[config.mk]
export PLATFORM = sky130hd
export DESIGN_NAME = issue_scoreboard
export DESIGN_NICKNAME = d
export VERILOG_FILES = /design/src/rtl/issue_pkg.sv /design/src/rtl/md_sequencer.sv /design/src/rtl/issue_scoreboard.sv
export SDC_FILE = /design/constraint.sdc
export NUM_CORES = 1
export LEC_CHECK = 0
export ABC_CLOCK_PERIOD_IN_PS = 3800
export CORE_UTILIZATION = 34
export DETAILED_ROUTE_END_ITERATION = 10
export SLEW_MARGIN = 20
export SYNTH_ARGS = -nofsm -noshare
export SYNTH_HDL_FRONTEND = slang
export SYNTH_SLANG_ARGS = --single-unit
[constraint.sdc]
create_clock -name clk -period 3.8 [get_ports clk]
set_clock_uncertainty 0.1 [all_clocks]
set_input_delay 0.76 -clock clk [delete_from_list [all_inputs] [get_ports clk]]
set_output_delay 0.76 -clock clk [all_outputs]
set_load 0.02 [all_outputs]
[src/rtl/issue_pkg.sv]
// Shared types and default sizing for the ID/EX issue controller.
package issue_pkg;

    localparam int NREG_DEFAULT   = 32;
    localparam int RW_DEFAULT     = 5;
    localparam int MD_LAT_DEFAULT = 8;

    // Instruction class as decoded in ID; the reserved code issues like an ALU op.
    typedef enum logic [1:0] {
        CLS_ALU    = 2'b00,
        CLS_LOAD   = 2'b01,
        CLS_MULDIV = 2'b10,
        CLS_RSVD   = 2'b11
    } instr_class_e;

    // Occupancy states of the shared iterative mul/div unit.
    typedef enum logic [1:0] {
        MD_IDLE = 2'b00,
        MD_BUSY = 2'b01,
        MD_DONE = 2'b10
    } md_state_e;

    // Long-latency classes whose destination must be tracked until writeback.
    function automatic logic is_tracked_class(input instr_class_e cls);
        case (cls)
            CLS_LOAD, CLS_MULDIV: return 1'b1;
            default:              return 1'b0;
        endcase
    endfunction

endpackage

[src/rtl/md_sequencer.sv]
// Sequencer for the single shared mul/div unit: start pulse, busy window and
// a one-cycle done pulse. An accepted start occupies the unit for the start
// cycle plus MD_LAT further cycles, the last of which is DONE.
import issue_pkg::*;

module md_sequencer #(
    parameter int MD_LAT = MD_LAT_DEFAULT
) (
    input  logic clk,
    input  logic rst_n,
    input  logic start_i,
    output logic idle_o,
    output logic md_start,
    output logic md_busy,
    output logic md_done
);

    localparam int CW = (MD_LAT > 2) ? $clog2(MD_LAT) : 1;

    md_state_e       state_q, state_d;
    logic [CW-1:0]   cnt_q, cnt_d;

    // State and countdown registers; reset drops any in-flight operation.
    always_ff @(posedge clk or negedge rst_n) begin
        if (!rst_n) begin
            state_q <= MD_IDLE;
            cnt_q   <= '0;
        end else begin
            state_q <= state_d;
            cnt_q   <= cnt_d;
        end
    end

    // Next-state logic: BUSY counts down and hands over to DONE when the
    // count reaches zero, so DONE lands exactly MD_LAT cycles after start.
    always_comb begin
        state_d = state_q;
        cnt_d   = cnt_q;
        case (state_q)
            MD_IDLE: begin
                if (start_i) begin
                    state_d = MD_BUSY;
                    cnt_d   = CW'(MD_LAT - 1);
                end else begin
                    state_d = MD_IDLE;
                    cnt_d   = '0;
                end
            end
            MD_BUSY: begin
                cnt_d = cnt_q - CW'(1);
                if (cnt_q == CW'(1)) begin
                    state_d = MD_DONE;
                end else begin
                    state_d = MD_BUSY;
                end
            end
            MD_DONE: begin
                state_d = MD_IDLE;
                cnt_d   = '0;
            end
            default: begin
                state_d = MD_IDLE;
                cnt_d   = '0;
            end
        endcase
    end

    // Output decode; the start pulse is combinational with the issuing op.
    always_comb begin
        idle_o   = 1'b0;
        md_start = 1'b0;
        md_busy  = 1'b0;
        md_done  = 1'b0;
        case (state_q)
            MD_IDLE: begin
                idle_o   = 1'b1;
                md_start = start_i;
            end
            MD_BUSY: begin
                md_busy = 1'b1;
            end
            MD_DONE: begin
                md_busy = 1'b1;
                md_done = 1'b1;
            end
            default: begin
                idle_o = 1'b0;
            end
        endcase
    end

endmodule

[src/rtl/issue_scoreboard.sv]
// ID->EX issue controller: pending-write scoreboard for long-latency
// destinations, RAW/WAW/structural hazard detection, stall/flush generation
// and sequencing of the shared mul/div unit. ALU results are forwarded and
// never tracked; x0 is never tracked.
import issue_pkg::*;

module issue_scoreboard #(
    parameter int NREG   = NREG_DEFAULT,
    parameter int MD_LAT = MD_LAT_DEFAULT,
    parameter int RW     = RW_DEFAULT
) (
    input  logic          clk,
    input  logic          rst_n,
    input  logic          id_valid,
    input  logic [RW-1:0] id_rs1,
    input  logic [RW-1:0] id_rs2,
    input  logic [RW-1:0] id_rd,
    input  logic          id_use_rs1,
    input  logic          id_use_rs2,
    input  logic          id_wr_rd,
    input  logic [1:0]    id_class,
    input  logic          ex_redirect,
    input  logic          wb_valid,
    input  logic [RW-1:0] wb_rd,
    output logic          issue,
    output logic          stall_if,
    output logic          stall_id,
    output logic          flush_id,
    output logic          flush_ex,
    output logic          md_start,
    output logic          md_busy,
    output logic          md_done
);

    logic [NREG-1:0] pend_q, pend_d;
    logic [NREG-1:0] wb_clr_s;
    logic [NREG-1:0] pend_eff_s;
    instr_class_e    cls_s;
    logic            is_md_s;
    logic            raw_s, waw_s, struct_s, hz_s;
    logic            md_idle_s;
    logic            md_req_s;

    // Pending bits register; a reset discards outstanding writes.
    always_ff @(posedge clk or negedge rst_n) begin
        if (!rst_n) begin
            pend_q <= '0;
        end else begin
            pend_q <= pend_d;
        end
    end

    // Writeback bypass: a register written back this cycle is already
    // visible in the write-first register file, so it no longer blocks.
    always_comb begin
        wb_clr_s = '0;
        if (wb_valid) begin
            wb_clr_s[wb_rd] = 1'b1;
        end else begin
            wb_clr_s = '0;
        end
        pend_eff_s = pend_q & ~wb_clr_s;
    end

    // Hazard detection against the bypassed scoreboard and unit occupancy.
    always_comb begin
        cls_s    = instr_class_e'(id_class);
        is_md_s  = (cls_s == CLS_MULDIV);
        raw_s    = (id_use_rs1 && (id_rs1 != '0) && pend_eff_s[id_rs1]) ||
                   (id_use_rs2 && (id_rs2 != '0) && pend_eff_s[id_rs2]);
        waw_s    = id_wr_rd && (id_rd != '0) && pend_eff_s[id_rd];
        struct_s = is_md_s && !md_idle_s;
        hz_s     = id_valid && (raw_s || waw_s || struct_s);
    end

    // Pipeline control; a redirect overrides any stall, and the whole
    // control set is held at zero while reset is asserted.
    always_comb begin
        issue    = 1'b0;
        stall_if = 1'b0;
        stall_id = 1'b0;
        flush_id = 1'b0;
        flush_ex = 1'b0;
        if (!rst_n) begin
            issue    = 1'b0;
        end else if (ex_redirect) begin
            flush_id = 1'b1;
            flush_ex = 1'b1;
        end else begin
            stall_if = hz_s;
            stall_id = hz_s;
            flush_ex = hz_s || !id_valid;
            issue    = id_valid && !hz_s;
        end
        md_req_s = issue && is_md_s;
    end

    // Scoreboard update: writeback clears, a new long-latency issue sets,
    // and the set wins when both target the same register.
    always_comb begin
        pend_d = pend_q;
        if (wb_valid) begin
            pend_d[wb_rd] = 1'b0;
        end else begin
            pend_d = pend_q;
        end
        if (issue && id_wr_rd && (id_rd != '0) && is_tracked_class(cls_s)) begin
            pend_d[id_rd] = 1'b1;
        end else begin
            pend_d[0] = 1'b0;
        end
        pend_d[0] = 1'b0;
    end

    md_sequencer #(
        .MD_LAT (MD_LAT)
    ) u_md_seq (
        .clk      (clk),
        .rst_n    (rst_n),
        .start_i  (md_req_s),
        .idle_o   (md_idle_s),
        .md_start (md_start),
        .md_busy  (md_busy),
        .md_done  (md_done)
    );

endmodule

; After elaboration in Yosys (flattened, before gate mapping)
; Cells that the tools add are included.
[op_classes]
addsub = 1
order_cmp = 6
eq_ne = 5
mux = 31
bitwise_logic = 5
n_reduce_logical = 28
[op_table]
columns = cell, n
row1 = $and 32x32->32, 2
row2 = $mux 32, 2
row3 = $not 32->32, 2
row4 = $or 32x32->32, 1
row5 = $mux 31, 1
row6 = $lt 5x6->1 const B, 4
row7 = $mux 1, 19
row8 = $bmux 1 s5, 3
row9 = $logic_and 1x1->1, 15
row10 = $reduce_bool 5->1, 3
row11 = $demux 1 s5, 2
row12 = $ge 5x1->1 const B, 2
row13 = $pmux 3 s2, 1
row14 = $eq 2x1->1 const B, 2
row15 = $eq 2x2->1 const B, 2
row16 = $logic_or 1x1->1, 4
row17 = $pmux 2 s2, 1
row18 = $reduce_or 2->1, 2
row19 = $eq 3x1->1 const B, 1
row20 = $logic_not 1->1, 3
row21 = $mux 3, 1
row22 = $sub 3x1->3 const B, 1
row23 = $logic_not 2->1, 1
row24 = $mux 2, 1
[word_totals]
regBits = 36
in_bits = 30
out_inout_bits = 8
word_cells = 79

; Longest topological paths before layout
; Gate-level depths: netlist of run 1.
[logic_depth]
word_depth = 22
mapped_depth = 12
depth_no_buf = 7

; Hierarchy
; Synthesis of run 1 repeated with hierarchy kept, for this count alone.
[unflattened]
hier_cells = 387
hier_area_um2 = 3185.6
[by_module_without_submodules]
columns = mod, instances, cells_each, area_per_inst_um2, seq_area_each_um2
row1 = issue_scoreboard, 1, 358, 2896.5, 775.7
row2 = md_sequencer, 1, 29, 289.0, 125.1

; Worst setup path after synthesis of run 1
; Ideal clock, no wire load.
[synth_timing]
path_type = input to output
from = input port wb_rd[0]
to = output port issue
arrival_ps = 3263
t_required_ps = 2940
setup_slack_ps = -323
stages = 11
path_buffers = 4
path_cell_list = buf_6 or2_1 buf_2 o21a_1 or4b_1 nand3b_1 a2111oi_0 o32a_1 buf_6 buf_6 nor4_1
[synth_via]
elab_chain_len = 18
elab_cells_between_ends = 25
classes_between = order compare (2) / mux (11) / bitwise (2) / reduce/logical (10)
[synth_rtl]
columns = item, line_no
row1 = from (decl), issue_scoreboard.sv:24  ; input logic [RW-1:0] wb_rd,
row2 = $lt 5x6->1 (implied by the code) or $ge 5x1->1 (tied branches), issue_scoreboard.sv:58  ; wb_clr_s[wb_rd] = 1'b1;
row3 = $logic_and 1x1->1 (implied by the code), issue_scoreboard.sv:58
row4 = $mux 1 (implied by the code), issue_scoreboard.sv:58
row5 = $demux 1 s5 (*), issue_scoreboard.sv:58
row6 = $mux 32 (*), issue_scoreboard.sv:57  ; if (wb_valid) begin
row7 = $not 32->32 (*), issue_scoreboard.sv:62  ; pend_eff_s = pend_q & ~wb_clr_s;
row8 = $and 32x32->32 (*), issue_scoreboard.sv:62
row9 = "$bmux 1 s5, on equally long branches", "issue_scoreboard.sv:69, issue_scoreboard.sv:70"
row10 = "$mux 1, on equally long branches", "issue_scoreboard.sv:69, issue_scoreboard.sv:70"
row11 = "$logic_and 1x1->1, on equally long branches", "issue_scoreboard.sv:69, issue_scoreboard.sv:70"
row12 = $logic_or 1x1->1, issue_scoreboard.sv:69  ; raw_s = (id_use_rs1 && (id_rs1 != '0) && pend_eff_s[id_rs1]) ||
row13 = $logic_or 1x1->1 (*) (2 in series), issue_scoreboard.sv:73  ; hz_s = id_valid && (raw_s || waw_s || struct_s);
row14 = $logic_and 1x1->1 (*), issue_scoreboard.sv:73
row15 = $logic_not 1->1 (*), issue_scoreboard.sv:93  ; issue = id_valid && !hz_s;
row16 = $logic_and 1x1->1 (*), issue_scoreboard.sv:93
row17 = $mux 1 (*), issue_scoreboard.sv:86  ; end else if (ex_redirect) begin
row18 = $mux 1 (*), issue_scoreboard.sv:84  ; if (!rst_n) begin
row19 = to (decl), issue_scoreboard.sv:25  ; output logic issue,
; Mark *: on every way between the ends. The rest lies on a longest branch, timed or not. The select of a mux whose other input is x is not followed.

; Worst setup path in the final report of run 1
[layout_timing]
from = input port wb_rd[1]
to = output port flush_ex
[layout_via]
elab_chain_len = 17
elab_cells_between_ends = 24
classes_between = order compare (2) / mux (11) / bitwise (2) / reduce/logical (9)
[layout_rtl]
columns = item, line_no
row1 = $lt 5x6->1 (implied by the code) or $ge 5x1->1 (tied branches), issue_scoreboard.sv:58
row2 = $logic_and 1x1->1 (implied by the code), issue_scoreboard.sv:58
row3 = $mux 1 (implied by the code), issue_scoreboard.sv:58
row4 = $demux 1 s5 (*), issue_scoreboard.sv:58
row5 = $mux 32 (*), issue_scoreboard.sv:57
row6 = $not 32->32 (*), issue_scoreboard.sv:62
row7 = $and 32x32->32 (*), issue_scoreboard.sv:62
row8 = "$bmux 1 s5, on equally long branches", "issue_scoreboard.sv:69, issue_scoreboard.sv:70"
row9 = "$mux 1, on equally long branches", "issue_scoreboard.sv:69, issue_scoreboard.sv:70"
row10 = "$logic_and 1x1->1, on equally long branches", "issue_scoreboard.sv:69, issue_scoreboard.sv:70"
row11 = $logic_or 1x1->1, issue_scoreboard.sv:69
row12 = $logic_or 1x1->1 (*) (2 in series), issue_scoreboard.sv:73
row13 = $logic_and 1x1->1 (*), issue_scoreboard.sv:73
row14 = $logic_or 1x1->1 (*), issue_scoreboard.sv:92  ; flush_ex = hz_s || !id_valid;
row15 = $mux 1 (*), issue_scoreboard.sv:86
row16 = $mux 1 (*), issue_scoreboard.sv:84
row17 = to (decl), issue_scoreboard.sv:29  ; output logic flush_ex,
; Marks and branches as above.

==> results.txt, run 1 <==
- Deepest clock path buffer count: 2
- Final hold viol count: 0
- TritonCTS built the clock tree.
- Core ar.: 9196 um^2
* Row count: 35
- Measured against its own limit, the worst slew margin works out to 62.02%.
- Unrepaired setup endpoints after global routing: true
- After detailed routing, the number of vias per cell comes to 6.121.
- Combinational power share: 37.5%
- Across all register-to-register paths, the minimum setup slack is 1.11 ns.
- Post-route setup slack: -0.1786 ns
- Via count: 3752
- Total clock buffers created by CTS: 5
- Slowest cell on the critical path: sky130_fd_sc_hd__or4b_4
- In the final routed layout, each cell accounts on average for 20.98 um.
- Maximum number of pins on one net before global-route repair: 33
* Reg area: 900.9 um^2
- Worst Hold Margin: 0.1816 ns
- Largest stage delay, worst path: 0.57 ns
* Initial antenna violation count: 0
- Clock transition at the registers of the reported paths: 0.07 ns
* Final Net Count: 537
* Count of max-cap constraint violations: 0
- Most used flip-flop cell after synthesis: sky130_fd_sc_hd__dfrtp_1
- Int Power: 0.0007527 W
* Synthesized area: 3218 um^2
- Number of nets in the synthesized netlist: 397
- Post-Syn Instances: 361
* Power density of the placed cells: 237.7 nW/um^2
* Violated checks: negative setup slack
- Number of pins with negative max-slew slack in the final report: 0
- The worst-case IR drop observed on VDD is 0.1252 mV.
* Buffer cell driving the clock tree root: sky130_fd_sc_hd__clkbuf_8
* Weighted congestion reported at the end of routability-driven placement: 0.9433
- Async set-reset flop share out of synthesis: 100.0%
* R2r worst-path depth: 9
* Register area share after synthesis: 27.99%
- Once layout is complete, the utilization of the core stands at 52.33%.
* Worst R2R Start: pend_q[4]
- In the final layout, the multi-input gates occupy 2201 um^2.
- Measured along the y axis, the die boundary spans 99.29 um.
- In this run the worst path has a maximum fanout of 6.
- Data on the critical path arrives at its endpoint at 3.12 ns.
- In the layout the commonest cells are 126 x sky130_fd_sc_hd__buf_4, 36 x sky130_fd_sc_hd__dfrtp_1, 27 x sky130_fd_sc_hd__o41ai_1, 22 x sky130_fd_sc_hd__o21ai_0, 20 x sky130_fd_sc_hd__clkdlybuf4s50_1.
- The worst hold path belongs to the class in -> async.
- Proportion of netlist area held by the largest area contributor: 27.99%
- The first global-routing pass estimated 20490 um of wire.
* Count of pins on the block boundary: 38
* Area delta synth->final: 49.53%
- Category of the most critical setup path: in -> out
- The analysis attributes to cell leakage a power of 2.084 nW.
- The netlist uses 64 different library cells.
* Share of cells above drive strength 1: 39.64%
- Slew @ Worst Pin: 0.5680 ns
* Achievable clock frequency: 251.3 MHz
- Number of fill cells in the layout: 878
- Global routing finished with a remaining overflow of 0.
* Post-route ant nets: 0
- Clock power frac: 25.8%
- The H-tree was split into 2 levels.
- Measured along the x axis, the die boundary spans 99.29 um.
- The tree built by TritonCTS fans out to 36 sinks.
- Buffers added on ports: 37
- The detailed router finished its first iteration with 405 violations.
- Effective utilization at floorplan: 34.99%
* Share of power burned in registers: 36.8%
* Final critical-path share of the clock period: 104.7%
- Net switching is 34.19% of the power.
- Detailed Route WL: 12860 um
- ANT cells: 0
- Critical Path End Type: output pin
- In the global route stage, overall resource usage came out at 27.11%.
* Most frequent standard cell in the layout excluding fill and tap cells: sky130_fd_sc_hd__buf_4
- For the worst-skew pair, the clock arrives at the later sink with an insertion delay of 0.30 ns.
- After layout, the minimum clock period comes to 3.979 ns.
- Post-synthesis register bit count: 36
- Per-instance average area after synthesis: 8.914 um^2
- The cell that appears most often on the critical path is sky130_fd_sc_hd__buf_6.
* Critical Path, Cell by Cell: buf_8 > buf_6 > or4b_4 > o21a_1 > o32a_1 > o211ai_1 > a2111oi_2 > a32o_2 > o41a_1 > buf_6
- Leading area contributor after synthesis: sky130_fd_sc_hd__dfrtp_1
* Count of flip-flops with a built-in enable after synthesis: 0
- Placed wire-length estimate after detailed placement: 9749 um
- The floorplan step defined a die boundary enclosing 9859 um^2.
- After detailed routing, the number of remaining DRC violations is 0.
- Setup violations remaining at the end of the flow were counted as 5.
- The run finished, with violations left.
* Count of warnings emitted by yosys: 0
- Ranked by total cell area, the synthesized netlist is headed by sky130_fd_sc_hd__dfrtp_1 28%, sky130_fd_sc_hd__o41ai_1 7.3%, sky130_fd_sc_hd__o21ai_0 4.8%, sky130_fd_sc_hd__mux2i_1 4.7%, sky130_fd_sc_hd__o2111ai_1 3.0%.
- Data on the critical path is required at its endpoint by 2.94 ns.
* Via count of the first global-routing pass: 3759
- Detailed-router iteration count before antenna repair: 5
* End of the worst register-to-register path: pend_q[29]
- Net Sw Power: 0.0003910 W
* Kind of start point of the critical path: primary input
-- kinds of logic (layout without fill, tap and decap cells) --
kind of cell,after synthesis,count (layout),synth area share [%]
AOI/OAI and AO/OA,137,137,33.05
xor gates and xnor gates,4,4,1.089
adders and majority gates,6,6,2.333
buffers and inverters,56,197,8.709
DFF,36,36,27.99
muxes,25,25,9.564
and+or+nand+nor,97,97,17.26
-- registers in the layout (all words and copies together) (netlist names) --
register and cells:
pend_q 31, u_md_seq.cnt_q 3, u_md_seq.state_q 2
-- worst max-delay path by stage --
stage	startpoint	endpoint	slack (ns)	cells past startpoint
final	wb_rd[1]	flush_ex	-0.18	10
after global routing	wb_rd[1]	flush_ex	-0.24	10
after CTS	wb_rd[1]	flush_ex	-0.20	11
after floorplan	wb_rd[0]	stall_if	-0.15	12
after global placement	wb_rd[0]	stall_id	-1.13	12
after detailed placement	wb_rd[2]	issue	-1.10	11
-- timing repair --
action	4_1_cts	5_1_grt
endpoints found under the setup margin	5	5
endpoints found under the hold margin	0	0
resized for setup	109	10
hold buffers	0	0
setup buffers	12	1
pin swaps	14	11
-- routing by layer --
| layer | wire (um) | track usage, % |
|---|---|---|
| met1 | 5387 | 35.79 |
| met2 | 5889 | 43.54 |
| met3 | 1143 | 5.341 |
| met4 | 439 | 10.97 |
| met5 | 0 | 0 |
-- synth_stat cells (4+ instances only) --
cell type	count
sky130_fd_sc_hd__buf_6	6
sky130_fd_sc_hd__ha_1	6
sky130_fd_sc_hd__clkbuf_1	14
sky130_fd_sc_hd__inv_1	18
sky130_fd_sc_hd__mux2i_1	15
sky130_fd_sc_hd__o21ai_0	31
sky130_fd_sc_hd__o41ai_2	5
sky130_fd_sc_hd__or3_1	5
sky130_fd_sc_hd__o32ai_1	5
sky130_fd_sc_hd__nor2b_1	5
sky130_fd_sc_hd__o2111ai_1	11
sky130_fd_sc_hd__mux4_2	4
sky130_fd_sc_hd__nand3_1	14
sky130_fd_sc_hd__buf_2	11
sky130_fd_sc_hd__nand2_1	15
sky130_fd_sc_hd__nor2_1	16
sky130_fd_sc_hd__mux2_2	6
sky130_fd_sc_hd__nand4_1	4
sky130_fd_sc_hd__o21ai_1	6
sky130_fd_sc_hd__o211ai_1	11
sky130_fd_sc_hd__o41ai_1	27
sky130_fd_sc_hd__a21oi_1	5
sky130_fd_sc_hd__nor3_1	8
sky130_fd_sc_hd__nand2b_1	7
sky130_fd_sc_hd__a311oi_1	5
sky130_fd_sc_hd__dfrtp_1	36
-- worst max-delay path: cells and delay by family --
kind / cells / cell delay, ns
AND/OR/NAND/NOR: 1 / 0.57
buffers and inverters: 3 / 0.35
AO/OA/AOI/OAI: 6 / 1.42
-- power by group through the flow --
stage	registers, W	logic, W	clock network (W)
2_1_floorplan	0.000422	0.000210	0
3_3_place_gp	0.000426	0.000383	0
3_5_place_dp	0.000427	0.000389	0
4_1_cts	0.000420	0.000421	0.000296
5_1_grt	0.000423	0.000463	0.000313
6_report	0.000420	0.000429	0.000295
-- per-stage QoR --
| step | setup slack (ns) | power, W | cell area, um^2 | setup TNS [ns] | std cells |
|---|---|---|---|---|---|
| after floorplan | -0.1542 | 0.0006326 | 3241 | -0.3408 | 361 |
| after global placement | -1.131 | 0.0008084 | 4424 | -12.61 | 592 |
| after detailed placement | -1.103 | 0.0008161 | 4424 | -9.912 | 592 |
| after CTS | -0.1988 | 0.001137 | 4778 | -0.6881 | 612 |
| after global routing | -0.2439 | 0.001199 | 4812 | -1.132 | 613 |
| final | -0.1786 | 0.001144 | 4812 | -0.6554 | 613 |
-- cell type report --
type                            count  share of cell area, %
Clock buffer                        6                  1.716
Multi-Input combinational cell    269                  45.74
Timing Repair Buffer              170                  29.25
Clock inverter                      2                 0.2080
Inverter                           19                  1.482
Tap cell                          111                  2.886
Sequential cell                    36                  18.72
No activity file was read; power rests on OpenSTA's default activity.
==> run 2, diff against run 1 <==
- DONT_BUFFER_PORTS: default -> 1
==> run 2 against run 1 <==
The flow now finishes without violations; via count is 11% lower; critical path depth is 3 lower; worst hold slack got worse by 0.13 ns; utilization fell by 14 points; first-iteration DRC count is 2.2% higher; die area stayed put; sequential power about the same.
==> results.txt, run 2 (synthesized netlist as in run 1, its figures left out) <==
- On the worst path, the slowest cell contributes a delay of 0.56 ns.
- Placed wire-length estimate after detailed placement: 8299 um
- Buffer cell driving the clock tree root: sky130_fd_sc_hd__clkbuf_8
- Dividing the detail-routed via count by the number of cells gives 6.996.
- Global routing finished with a remaining overflow of 0.
- The setup path with the least slack is of type in -> out.
- Power density of the placed cells: 270.8 nW/um^2
- Tracing the worst setup path back leads to its startpoint at wb_rd[1].
* Register with the highest flop count: pend_q
- The congestion estimate from routability-driven global placement came to 0.9609.
- Kind of start point of the critical path: primary input
- The count of final hold-check violations came to 0.
* Min cycle time layout: 3.752 ns
* Share of power burned in registers: 44.0%
- Slowest cell on the critical path: sky130_fd_sc_hd__or4b_4
- In the routed design, unresolved DRC markers number 0.
- Net Sw Power: 0.0003021 W
- The clock net in this run drives a total of 36 sinks.
- Count of pins on the block boundary: 38
- Most frequent cells in the layout: 36 x sky130_fd_sc_hd__dfrtp_1, 31 x sky130_fd_sc_hd__buf_4, 28 x sky130_fd_sc_hd__o21ai_0, 27 x sky130_fd_sc_hd__o41ai_1, 18 x sky130_fd_sc_hd__inv_1
* Critical Path End Type: output pin
- Most frequent standard cell in the layout excluding fill and tap cells: sky130_fd_sc_hd__dfrtp_1
- Headroom to the max-slew limit came out at 58.39%.
- Share of cells above drive strength 1: 17.58%
- After clock tree synthesis, the setup repair step added 0 buffers.
* Number of fill cells in the layout: 926
- End of the critical path: flush_ex
* Achievable clock frequency: 266.6 MHz
- In this run, CTS created clock tree buffers numbering 5.
- For the worst setup path, the data required time is 2.94 ns.
* Sum Neg Setup Slack: 0 ns
- Final Net Count: 399
- Initial antenna violation count: 0
- Buffers added on ports: 0
- Met2 Wirelength: 4972 um
- 0 antenna diodes ended up in the layout.
- Count of H-tree levels built during CTS: 2
- In the detailed route, the total length drawn on met3 is 1413 um.
- The sequential cells in the finished layout cover a total of 900.9 um^2.
- The worst register-to-register path has a depth of 8.
- Clock transition at the registers of the reported paths: 0.07 ns
- Area taken by multi-input logic gates: 2063 um^2
- The longest clock path from root to sink contains 2 buffers.
* Fin util: 38.24%
* Area of the die: 9859 um^2
- Counting tap cells, the placed design contains a total of 467 instances.
- The final layout contains routed wiring with a total length of 11290 um.
- Once layout is complete, the cells apart from fillers number 475.
- Clock latency reported for the late side of the worst-skew pair: 0.30 ns
- For the worst setup path, the data arrival time is 2.89 ns.
* Number of flip-flops under the largest register name: 31
- Cell leakage power: 1.371 nW
* Post-route ant nets: 0
- TritonCTS built the clock tree.
* Average wire per standard cell: 23.78 um
- For this block, wires on met1 add up to 4548 um.
* Result of the run: complete, no violations
* All-layer global routing usage: 23.09%
- Maximum number of pins on one net before global-route repair: 40
- Setup Viol. Count Final: 0
* Final critical-path share of the clock period: 98.72%
* Row count: 35
- Slew @ Worst Pin: 0.6224 ns
- The worst register-to-register path has a setup slack of 1.09 ns.
- Largest regs: pend_q (31), u_md_seq.cnt_q (3), u_md_seq.state_q (2)
* Effective utilization at floorplan: 34.99%
- The endpoint identified for the worst register-to-register timing path is pend_q[7].
* Number of pins with negative max-slew slack in the final report: 0
- IR analysis of the VDD net gives a maximum drop of 0.1016 mV.
- The total area inside the core boundary comes to 9196 um^2.
- The via count of the first global-routing pass was 3145.
- Count of max-cap constraint violations: 0
- The clock network accounts for 30.7% of the total power.
- In this run the worst path has a maximum fanout of 11.
* Detailed-router iteration count before antenna repair: 5
- Cell internal power was estimated by the tool at 0.0006504 W.
- First-pass GRT wire length: 17440 um
- The startpoint identified for the worst register-to-register timing path is pend_q[10].
- The path class of the tightest hold or removal check is in -> async.
- Summing internal, switching and leakage power gives 0.0009524 W.
* Floorplan die width: 99.29 um
* Starting DRC count in detailed routing: 414
* Area delta synth->final: 9.292%
- Height of the die: 99.29 um
- Summing over every cut layer, the via total after detailed routing is 3323.
* Critical Path, Cell by Cell: or4b_4 > o21a_1 > o32a_1 > o211ai_1 > a2111oi_2 > a32o_2 > o41a_1
- Combinational power share: 25.3%
- Worst Hold Margin: 0.04889 ns
- Of the total power, the share spent switching nets is 31.72%.
* Highest layer used for signal routing: met4
## run 2: metal layers
layer	vias up	GRT usage (%)
met5	-	0
met4	0	8.937
met3	29	7.449
met2	231	34.99
met1	1625	30.57
li1	1438	-
## run 2: area by class of cell
class	instances	share of cell area, %
sequential	36	25.61
inverter	19	2.028
clock buffer	8	2.561
timing repair buffer	32	7.186
multi-input combinational	269	58.66
tap	111	3.949
## run 2: how the worst min path moves through the flow
stage / start / endpoint / slack (ns) / cells past startpoint
floorplan: rst_n / pend_q[10] / 0.36 / 0
global placement: rst_n / pend_q[31] / 0.37 / 0
detailed placement: rst_n / pend_q[31] / 0.37 / 0
CTS: rst_n / pend_q[31] / 0.05 / 0
global route: rst_n / pend_q[1] / 0.04 / 0
finish: rst_n / pend_q[31] / 0.05 / 0
## run 2: worst max-delay path: cells and delay by family
kind             cells  cell delay (ns)
AO/OA/AOI/OAI        6             1.57
AND/OR/NAND/NOR      1             0.56
## run 2: power by group through the flow
stage / Combinational [W] / Clock, W / Sequential, W
4_1_cts: 0.000234 / 0.000295 / 0.000419
2_1_floorplan: 0.000210 / 0 / 0.000422
6_report: 0.000241 / 0.000292 / 0.000419
3_3_place_gp: 0.000229 / 0 / 0.000426
3_5_place_dp: 0.000232 / 0 / 0.000427
5_1_grt: 0.000259 / 0.000308 / 0.000421
## run 2: repair_timing
item | 4_1_cts | 5_1_grt
resized for setup | 0 | 8
hold endpoints to repair | 0 | 0
setup endpoints to repair | 0 | 5
hold buffers | 0 | 0
## run 2: metrics by stage
step	setup WS [ns]	instance area, um^2
after floorplan	-0.1542	3241
after global placement	0.05135	3411
after detailed placement	0.05894	3411
after CTS	0.02074	3501
after global routing	-0.02990	3517
final	0.04845	3517
==> run 3, diff against run 2 <==
- CORE_MARGIN: default -> 3
==> run 3 against run 2 <==
Utilization rose by 2.6 points; clock-buffer cell count fell by 3; routed wire length rose by 0.77%; global-route usage fell by 1.3 points; clock power rose by 65%; first-iteration DRC count fell by 8.5%; die area rose by 8.2%; sequential cell count did not move; fmax rose by 0.57%; critical path type unchanged; critical endpoint unchanged; largest cell class unchanged.
==> results.txt, run 3 (synthesized netlist as in run 1, its figures left out) <==
* Count of pins on the block boundary: 38
* Power density of the placed cells: 312.0 nW/um^2
* Buffer cell driving the clock tree root: sky130_fd_sc_hd__clkbuf_8
- Clock-pin slew was measured on the worst setup and hold paths at 0.08 ns.
- For the pin with the worst max-slew slack, the measured transition is 0.6348 ns.
- After detailed routing, the number of remaining DRC violations is 0.
- Buffers added on ports: 0
- Across every metal layer, demand over resource in global routing totals 21.79%.
* Height of the die: 103.3 um
- Register with the highest flop count: pend_q
- First-pass GRT wire length: 17820 um
- Across the VDD grid, the largest voltage drop is 0.1350 mV.
* Count of max-cap constraint violations: 0
- Detailed Route WL: 11380 um
- Category of the most critical setup path: in -> out
* Class of the most critical hold timing path: in -> async
- The total area inside the core boundary comes to 8976 um^2.
- Number of flip-flops under the largest register name: 31
* Worst R2R Setup Slack: 1.07 ns
- STA classifies the critical path startpoint as a primary input.
- R2r worst-path depth: 8
- ANT cells: 0
- In this run the critical register-to-register path is captured at pend_q[13].
- Clock sinks: 36
- For this run, the post-layout net count is 403.
* Setup Viol. Count Final: 0
* Worst R2R Start: pend_q[11]
- At the end of the flow the core is filled with cells to 40.87%.
- Summing internal, switching and leakage power gives 0.001145 W.
* Post-route ant nets: 0
* Detailed-router iteration count before antenna repair: 5
* Cell leakage power: 1.433 nW
* Maximum number of pins on one net before global-route repair: 40
* Total global routing overflow: 0
- Deepest clock path buffer count: 2
- The initialized floorplan defines 34 standard-cell rows.
- The via count of the first global-routing pass is 3205.
- Summed over all nets, the half-perimeter wirelength after detailed placement is 8218 um.
- The worst path uses 98.16% of the clock period.
- The count of final hold-check violations was 0.
- Setup repair after global routing left no endpoint under its margin.
- Hold buffer count at cts: 0
* Worst endpoint data arrival time: 2.87 ns
* Relative max-transition margin: 57.56%
* Placed Cells: 484
- Along the worst path, the maximum fanout reaches 11.
* Via count: 3296
* Number of pins with negative max-slew slack in the final report: 0
* Routed via count divided by cell count: 6.672
- Initial antenna violation count: 0
- Min cycle time layout: 3.730 ns
* Area delta synth->final: 14.00%
- Achievable clock frequency: 268.1 MHz
* Effective utilization at floorplan: 35.85%
* Area of the die: 10670 um^2
- Critical Path End Type: output pin
* Most frequent standard cell in the layout excluding fill and tap cells: sky130_fd_sc_hd__dfrtp_1
- The flow ran to the end, and the final reports show no timing, DRC or antenna violations.
- The H-tree generated during clock tree synthesis spans 2 levels.
- In the final routed layout, each cell accounts on average for 23.04 um.
- Required time reported for the critical path endpoint: 2.94 ns
* Total clock buffers created by CTS: 5
- Layout Cells excl Fill: 494
- The detailed router finished its first iteration with 379 violations.
- The later pin in the worst-skew pair is clocked with a latency of 0.30 ns.
- Floorplan die width: 103.3 um
- Weighted congestion reported at the end of routability-driven placement: 0.9774
* Largest regs: pend_q (31), u_md_seq.cnt_q (3), u_md_seq.state_q (2)
* Most frequent cells in the layout: 36 x sky130_fd_sc_hd__dfrtp_1, 35 x sky130_fd_sc_hd__buf_4, 27 x sky130_fd_sc_hd__o41ai_1, 21 x sky130_fd_sc_hd__o21ai_0, 18 x sky130_fd_sc_hd__inv_1
- Share of cells above drive strength 1: 20.65%
* TritonCTS clock tree: yes
run 3: timing repair:
item | CTS | global route
pin swaps | 0 | 2
gates resized for setup | 2 | 20
buffers inserted | 0 | 2
setup endpoints to repair | 3 | 5
gates cloned | 0 | 0
run 3: layout make-up:
cell class	count	area, um^2
fill	857	5308
clock inverter	3	90.09
inverter	19	71.32
sequential	36	900.9
tap	126	157.7
clock buffer	5	68.82
multi-input combinational	269	2097
timing repair buffer	36	282.8
run 3: critical path, stage by stage:
cell and delay [ns]:
sky130_fd_sc_hd__nand4bb_2 0.33, sky130_fd_sc_hd__o21ai_2 0.20, sky130_fd_sc_hd__nand2_1 0.09, sky130_fd_sc_hd__a2111oi_0 0.45
sky130_fd_sc_hd__o31ai_1 0.16, sky130_fd_sc_hd__a32o_2 0.35, sky130_fd_sc_hd__o41a_1 0.52
run 3: routing by layer:
layer	global-route usage, %	share of wire, %
met2	31.28	44
met1	29.60	41
met5	0	0
met4	9.462	2.6
met3	7.579	12
run 3: report_power, final:
part           internal, W  total, W  switching [W]
Combinational    0.0000990  0.000243       0.000144
Sequential        0.000405  0.000420      0.0000153
Clock             0.000328  0.000481       0.000153
run 3: worst max-delay path by stage:
stage / from / to / depth (start not counted)
global route: wb_rd[1] / flush_ex / 7
global placement: wb_rd[3] / flush_ex / 7
detailed placement: wb_rd[3] / flush_ex / 7
floorplan: wb_rd[0] / stall_if / 12
finish: wb_rd[2] / flush_ex / 7
CTS: wb_rd[3] / flush_ex / 8
run 3: per-stage QoR:
step	TNS [ns]	setup WS (ns)	area [um^2]	hold slack, ns
finish	0	0.06988	3669	0.04865
global route	0	0.01474	3669	0.02635
CTS	0	0.01989	3608	0.03810
detailed placement	-0.1712	-0.07421	3445	0.3665
global placement	-0.02670	-0.02566	3445	0.3666
floorplan	-0.3408	-0.1542	3241	0.3644
